### src/rtl/block_mac_2x2_unit_if.sv
// rtl/block_mac_2x2_unit_if.sv - start/done handshake, operand and result bundle for the 2x2 block MAC
interface block_mac_2x2_unit_if #(
  parameter int DATA_W = 32
);
  logic              start;
  logic              acc_en;
  logic [DATA_W-1:0] a_11, a_12, a_21, a_22;
  logic [DATA_W-1:0] b_11, b_12, b_21, b_22;
  logic [DATA_W-1:0] c_11, c_12, c_21, c_22;
  logic              busy;
  logic              done;

  modport master (
    output start, acc_en, a_11, a_12, a_21, a_22, b_11, b_12, b_21, b_22,
    input  c_11, c_12, c_21, c_22, busy, done
  );

  modport slave (
    input  start, acc_en, a_11, a_12, a_21, a_22, b_11, b_12, b_21, b_22,
    output c_11, c_12, c_21, c_22, busy, done
  );
endinterface

### src/rtl/block_mac_2x2_unit.sv
// rtl/block_mac_2x2_unit.sv - 2x2 block multiply/accumulate on one shared registered multiplier
module block_mac_2x2_unit #(
  parameter int DATA_W = 32
) (
  input  logic                 clk,
  input  logic                 rst,
  block_mac_2x2_unit_if.slave  mac_if
);
  localparam logic [1:0] S_IDLE  = 2'd0;
  localparam logic [1:0] S_MUL   = 2'd1;
  localparam logic [1:0] S_DRAIN = 2'd2;
  localparam logic [1:0] S_DONE  = 2'd3;

  logic [1:0]        state_q, state_d;
  logic [2:0]        p_q, p_d;
  logic              start_q;
  logic [DATA_W-1:0] a_q   [4];
  logic [DATA_W-1:0] b_q   [4];
  logic [DATA_W-1:0] acc_q [4];
  logic [DATA_W-1:0] c_q   [4];
  logic [DATA_W-1:0] mul_q;
  logic              start_edge;
  logic [1:0]        tgt;
  logic [DATA_W-1:0] op_a, op_b, prod;

  assign start_edge = mac_if.start & ~start_q;

  // Operand index {row,col}: p walks a11*b11, a12*b21, a11*b12, a12*b22, then the same for row 2
  assign op_a = a_q[{p_q[2], p_q[0]}];
  assign op_b = b_q[{p_q[0], p_q[1]}];
  assign prod = op_a * op_b;

  // Accumulator fed this cycle by the product registered on the previous cycle
  always_comb begin
    tgt = 2'd3;
    case (p_q)
      3'd1, 3'd2: tgt = 2'd0;
      3'd3, 3'd4: tgt = 2'd1;
      3'd5, 3'd6: tgt = 2'd2;
      default:    tgt = 2'd3;
    endcase
  end

  always_comb begin
    state_d = state_q;
    p_d     = p_q;
    case (state_q)
      S_IDLE: begin
        if (start_edge) begin
          state_d = S_MUL;
          p_d     = 3'd0;
        end
      end
      S_MUL: begin
        p_d = p_q + 3'd1;
        if (p_q == 3'd7) state_d = S_DRAIN;
      end
      S_DRAIN: state_d = S_DONE;
      default: state_d = S_IDLE;
    endcase
  end

  always_ff @(posedge clk) begin
    if (rst) begin
      state_q <= S_IDLE;
      p_q     <= 3'd0;
      start_q <= 1'b0;
      mul_q   <= '0;
      for (int i = 0; i < 4; i++) begin
        a_q[i]   <= '0;
        b_q[i]   <= '0;
        acc_q[i] <= '0;
        c_q[i]   <= '0;
      end
    end else begin
      state_q <= state_d;
      p_q     <= p_d;
      start_q <= mac_if.start;
      case (state_q)
        S_IDLE: begin
          if (start_edge) begin
            a_q[0] <= mac_if.a_11;  a_q[1] <= mac_if.a_12;
            a_q[2] <= mac_if.a_21;  a_q[3] <= mac_if.a_22;
            b_q[0] <= mac_if.b_11;  b_q[1] <= mac_if.b_12;
            b_q[2] <= mac_if.b_21;  b_q[3] <= mac_if.b_22;
            for (int i = 0; i < 4; i++)
              acc_q[i] <= mac_if.acc_en ? c_q[i] : '0;
          end
        end
        S_MUL: begin
          mul_q <= prod;
          if (p_q != 3'd0) acc_q[tgt] <= acc_q[tgt] + mul_q;
        end
        S_DRAIN: begin
          acc_q[3] <= acc_q[3] + mul_q;
          c_q[0]   <= acc_q[0];
          c_q[1]   <= acc_q[1];
          c_q[2]   <= acc_q[2];
          c_q[3]   <= acc_q[3] + mul_q;
        end
        default: ;
      endcase
    end
  end

  assign mac_if.c_11 = c_q[0];
  assign mac_if.c_12 = c_q[1];
  assign mac_if.c_21 = c_q[2];
  assign mac_if.c_22 = c_q[3];
  assign mac_if.busy = (state_q != S_IDLE);
  assign mac_if.done = (state_q == S_DONE);
endmodule
### src/flat_wrapper.sv
// flat-port wrapper written by rule: the top's interface ports become plain ports
module block_mac_2x2_unit_flat 
#(
  parameter int DATA_W = 32
)
  (clk, rst, mac_if_start, mac_if_acc_en, mac_if_a_11, mac_if_a_12, mac_if_a_21, mac_if_a_22, mac_if_b_11, mac_if_b_12, mac_if_b_21, mac_if_b_22, mac_if_c_11, mac_if_c_12, mac_if_c_21, mac_if_c_22, mac_if_busy, mac_if_done);
  block_mac_2x2_unit_if #(.DATA_W(DATA_W)) mac_if_i ();
  input  logic clk;
  input  logic rst;
  input wire logic [$bits(mac_if_i.start)-1:0] mac_if_start;
  input wire logic [$bits(mac_if_i.acc_en)-1:0] mac_if_acc_en;
  input wire logic [$bits(mac_if_i.a_11)-1:0] mac_if_a_11;
  input wire logic [$bits(mac_if_i.a_12)-1:0] mac_if_a_12;
  input wire logic [$bits(mac_if_i.a_21)-1:0] mac_if_a_21;
  input wire logic [$bits(mac_if_i.a_22)-1:0] mac_if_a_22;
  input wire logic [$bits(mac_if_i.b_11)-1:0] mac_if_b_11;
  input wire logic [$bits(mac_if_i.b_12)-1:0] mac_if_b_12;
  input wire logic [$bits(mac_if_i.b_21)-1:0] mac_if_b_21;
  input wire logic [$bits(mac_if_i.b_22)-1:0] mac_if_b_22;
  output wire logic [$bits(mac_if_i.c_11)-1:0] mac_if_c_11;
  output wire logic [$bits(mac_if_i.c_12)-1:0] mac_if_c_12;
  output wire logic [$bits(mac_if_i.c_21)-1:0] mac_if_c_21;
  output wire logic [$bits(mac_if_i.c_22)-1:0] mac_if_c_22;
  output wire logic [$bits(mac_if_i.busy)-1:0] mac_if_busy;
  output wire logic [$bits(mac_if_i.done)-1:0] mac_if_done;
  assign mac_if_i.start = mac_if_start;
  assign mac_if_i.acc_en = mac_if_acc_en;
  assign mac_if_i.a_11 = mac_if_a_11;
  assign mac_if_i.a_12 = mac_if_a_12;
  assign mac_if_i.a_21 = mac_if_a_21;
  assign mac_if_i.a_22 = mac_if_a_22;
  assign mac_if_i.b_11 = mac_if_b_11;
  assign mac_if_i.b_12 = mac_if_b_12;
  assign mac_if_i.b_21 = mac_if_b_21;
  assign mac_if_i.b_22 = mac_if_b_22;
  assign mac_if_c_11 = mac_if_i.c_11;
  assign mac_if_c_12 = mac_if_i.c_12;
  assign mac_if_c_21 = mac_if_i.c_21;
  assign mac_if_c_22 = mac_if_i.c_22;
  assign mac_if_busy = mac_if_i.busy;
  assign mac_if_done = mac_if_i.done;
  block_mac_2x2_unit #(.DATA_W(DATA_W)) u_core (.clk(clk), .rst(rst), .mac_if(mac_if_i));
endmodule
### config.mk
export PLATFORM = sky130hd
export DESIGN_NAME = block_mac_2x2_unit_flat
export DESIGN_NICKNAME = d
export VERILOG_FILES = /design/src/rtl/block_mac_2x2_unit_if.sv /design/src/rtl/block_mac_2x2_unit.sv /design/src/flat_wrapper.sv
export SDC_FILE = /design/constraint.sdc
export NUM_CORES = 2
export LEC_CHECK = 0
export BUFFER_PORTS_ARGS = -buffer_cell sky130_fd_sc_hd__buf_4
export CORE_ASPECT_RATIO = 1.5
export CORE_UTILIZATION = 33
export DETAILED_ROUTE_END_ITERATION = 7
export PLACE_DENSITY = 0.59
export SKIP_LAST_GASP = 1
export SLEW_MARGIN = 30
export SYNTH_ARGS = -nofsm -noshare
export SYNTH_HDL_FRONTEND = slang
export SYNTH_SLANG_ARGS = --single-unit
### constraint.sdc
create_clock -name clk -period 7.95 [get_ports clk]
set_input_delay 0.795 -clock clk [delete_from_list [all_inputs] [get_ports clk]]
set_output_delay 0.795 -clock clk [all_outputs]
set_load 0.02 [all_outputs]
==> results.ini <==
[route]
ant_nets=0
routed_wl_mm=144
wl_per_cell_um=23.6
vias_per_cell=5.08
drc=0
dr.pass1.iters=5
num_vias=31100
drt_iter0_drc=2023

[timing]
min_period_ps=7750
drv_slew=0
worstMarginPinSlew_ps=1090
clock_skew_ps=39.6
max_freq_mhz=129
rsz0062_at_grt=true
post-route-period-util=0.975
setup-violations-final=0
hold_ws_ps=384
hold_viol_final=0
slew_headroom=0.274

[floorplan]
io_pins=390
core_um2=128000
die_x_um=295
num_rows=161
die-area_um2=131000
start_util=0.332
die_y_um=442

[min_path]
hold_path.class=primary input to flip-flop

[place]
place_congestion=0.942
hpwl_mm=112
io_buffers=389
dpl_cell_area_um2=48600

[clock_tree]
clockBufferDepth=3
cts-hold-fix-buffers=0
clk_pin_slew_ps=70
insertion_delay_ps=670
clock_sinks=553
numCtsBuffers=57
tritoncts=built
h-tree-depth=2
clockRootBuffer=clkbuf_16

[synthesis]
yosysTopAreaCellShare=0.361
synth_edf_count=512
synth_fa_ha_area_frac=0.250
synth_area_leaders=edfxtp_1 36%, fa_1 19%, and2_1 6.3%
synthMuxAreaShare=0.0659
synth_xor_area_frac=0.0267
synthArstFlopShare=0
syn-mean-instance-area_um2=11.1
synth_top_cell_by_area=edfxtp_1
synthesis.area_um2=42600
synth_fp_nets=4721
yosys_warnings=0
seq_area_frac_synth=0.380
yosysUniqueCellTypes=72
synth-compound-area-share=0.0810
synthSimpleGateAreaFrac=0.140
synthTopCellsByCount=512 x edfxtp_1, 429 x inv_1, 426 x and2_1, 410 x fa_1, 372 x nand2_1
ys_seq_elements=553
yosysMostFrequentCell=edfxtp_1
synth_cells=3857
yosys_most_used_dff=edfxtp_1
synth_top_family_by_area=adder cells

[worst_setup_path]
worstRegToRegCells=25
cp_slowest_stage_delay_ps=740
crit_arrival_ps=8300
start_kind=flip-flop
end_kind=flip-flop
crit_end=u_core.mul_q[29]
path_common_cell=fa_1
worstReg2RegEnd=u_core.mul_q[29]
r2r_slack_ps=200
critical-path-slowest-cell=mux4_2
path_class=flip-flop to flip-flop
required_ps=8500
cp_max_fo=19

[final_layout]
multiInputGateArea_um2=24200
drive_gt1_frac=0.195
syn2layout_area_growth_pct=19.4
layout.nets=5209
regArea_um2=16200
design_area_um2=50900
num-fill-cells=12500

[global_route]
grt_pass1_vias=32800
antenna_found_initial=10
grt.total_usage=0.223
grt_max_degree=246
gr-total-overflow=0
grt_pass1_wl_mm=214

[run]
max_cap_viol_count=0

[run_status]
outcome=finished clean

==> repair_timing <==
| action | 4_1_cts | 5_1_grt |
|---|---|---|
| gates resized for setup | 0 | 19 |
| hold endpoints to repair | 0 | 0 |
| buffers inserted | 1 | 32 |
| endpoints found under the setup margin | 1 | 11 |
| pin swaps | 0 | 14 |
==> cells in the final DEF, fill, tap and decap left out, types with 11 or more instances in the layout <==
master     count
nand2_1      371
fa_1         409
nand3_1       15
o21ai_0      130
mux4_2        64
a21oi_1      100
clkbuf_16     57
a22oi_1       30
o21ai_1       13
mux2_2        37
and2_1       426
buf_4        587
mux2i_1       95
a31oi_1       13
nand2b_1      11
nor3_1        26
o21a_1        20
and3_1        12
inv_1        428
xnor2_1       96
a21o_1        30
dfxtp_1       38
xor2_1        30
a211oi_1      23
clkinv_2      13
buf_12        18
o21bai_1      16
clkbuf_1      13
ha_1         193
nor2_1       312
a22o_1        75
edfxtp_1     512
==> how the worst min path moves through the flow <==
stage	end	slack, ps	start	cells past startpoint
finish	u_core.start_q	380	mac_if_start	2
floorplan	u_core.mul_q[14]	460	u_core.mul_q[14]	2
CTS	u_core.b_q[3][6]	350	mac_if_b_22[6]	2
global route	u_core.b_q[3][6]	390	mac_if_b_22[6]	2
global placement	u_core.mul_q[28]	530	u_core.mul_q[28]	2
detailed placement	u_core.c_q[0][33]	540	u_core.acc_q[1][1]	1
==> cells by family (layout without fill, tap and decap cells) <==
kind of cell,count (synthesis),in the layout
and+or+nand+nor,1235,1235
buffers and inverters,614,1149
adders and majority gates,604,604
DFF,553,553
AOI/OAI and AO/OA,527,527
muxes,196,196
xor gates and xnor gates,128,128
other,0,8
==> per-layer routing <==
layer	global-route usage	part of all wire	up-vias
met5	0	0.000076	-
met4	0.109	0.055	2
met3	0.0266	0.050	275
met2	0.403	0.52	1007
met1	0.259	0.37	15800
li1	-	-	13900
==> per-stage QoR <==
| step | setup TNS, ps | setup slack (ps) | util | std cells |
|---|---|---|---|---|
| 2_1_floorplan | 0 | 26.6 | - | 3857 |
| 3_3_place_gp | 0 | 38.0 | 0.379 | 5963 |
| 3_5_place_dp | 0 | 30.8 | 0.379 | 5963 |
| 4_1_cts | 0 | 2.06 | 0.393 | 6070 |
| 5_1_grt | -55.3 | -50.4 | 0.397 | 6109 |
| 6_report | 0 | 197 | 0.397 | 6111 |
==> critical path, delay by kind of cell (launching register included) <==
| kind | cells | cell delay (ps) |
|---|---|---|
| AOI/OAI and AO/OA | 8 | 1430 |
| adders and majority gates | 9 | 3930 |
| buffers and inverters | 5 | 590 |
| DFF | 1 | 460 |
| muxes | 1 | 740 |
| and+or+nand+nor | 2 | 490 |
==> flip-flops by register name, summed over array words and instances (netlist names), named ones only <==
register	count
u_core.start_q	1
u_core.p_q	3
u_core.state_q	2
u_core.b_q	128
u_core.c_q	128
u_core.mul_q	32
u_core.acc_q	128
u_core.a_q	128
==> area by class of cell <==
| type | instances | area share |
|---|---|---|
| multi-input combinational | 2690 | 0.476 |
| tap | 1711 | 0.0421 |
| antenna | 8 | 0.000393 |
| clock inverter | 36 | 0.00657 |
| inverter | 429 | 0.0318 |
| sequential | 553 | 0.318 |
| timing repair buffer | 614 | 0.0960 |
| clock buffer | 70 | 0.0290 |
Power is left out: the tool's default activity adds up to more than one toggle a clock period on the data nets, which glitch-free logic cannot reach.
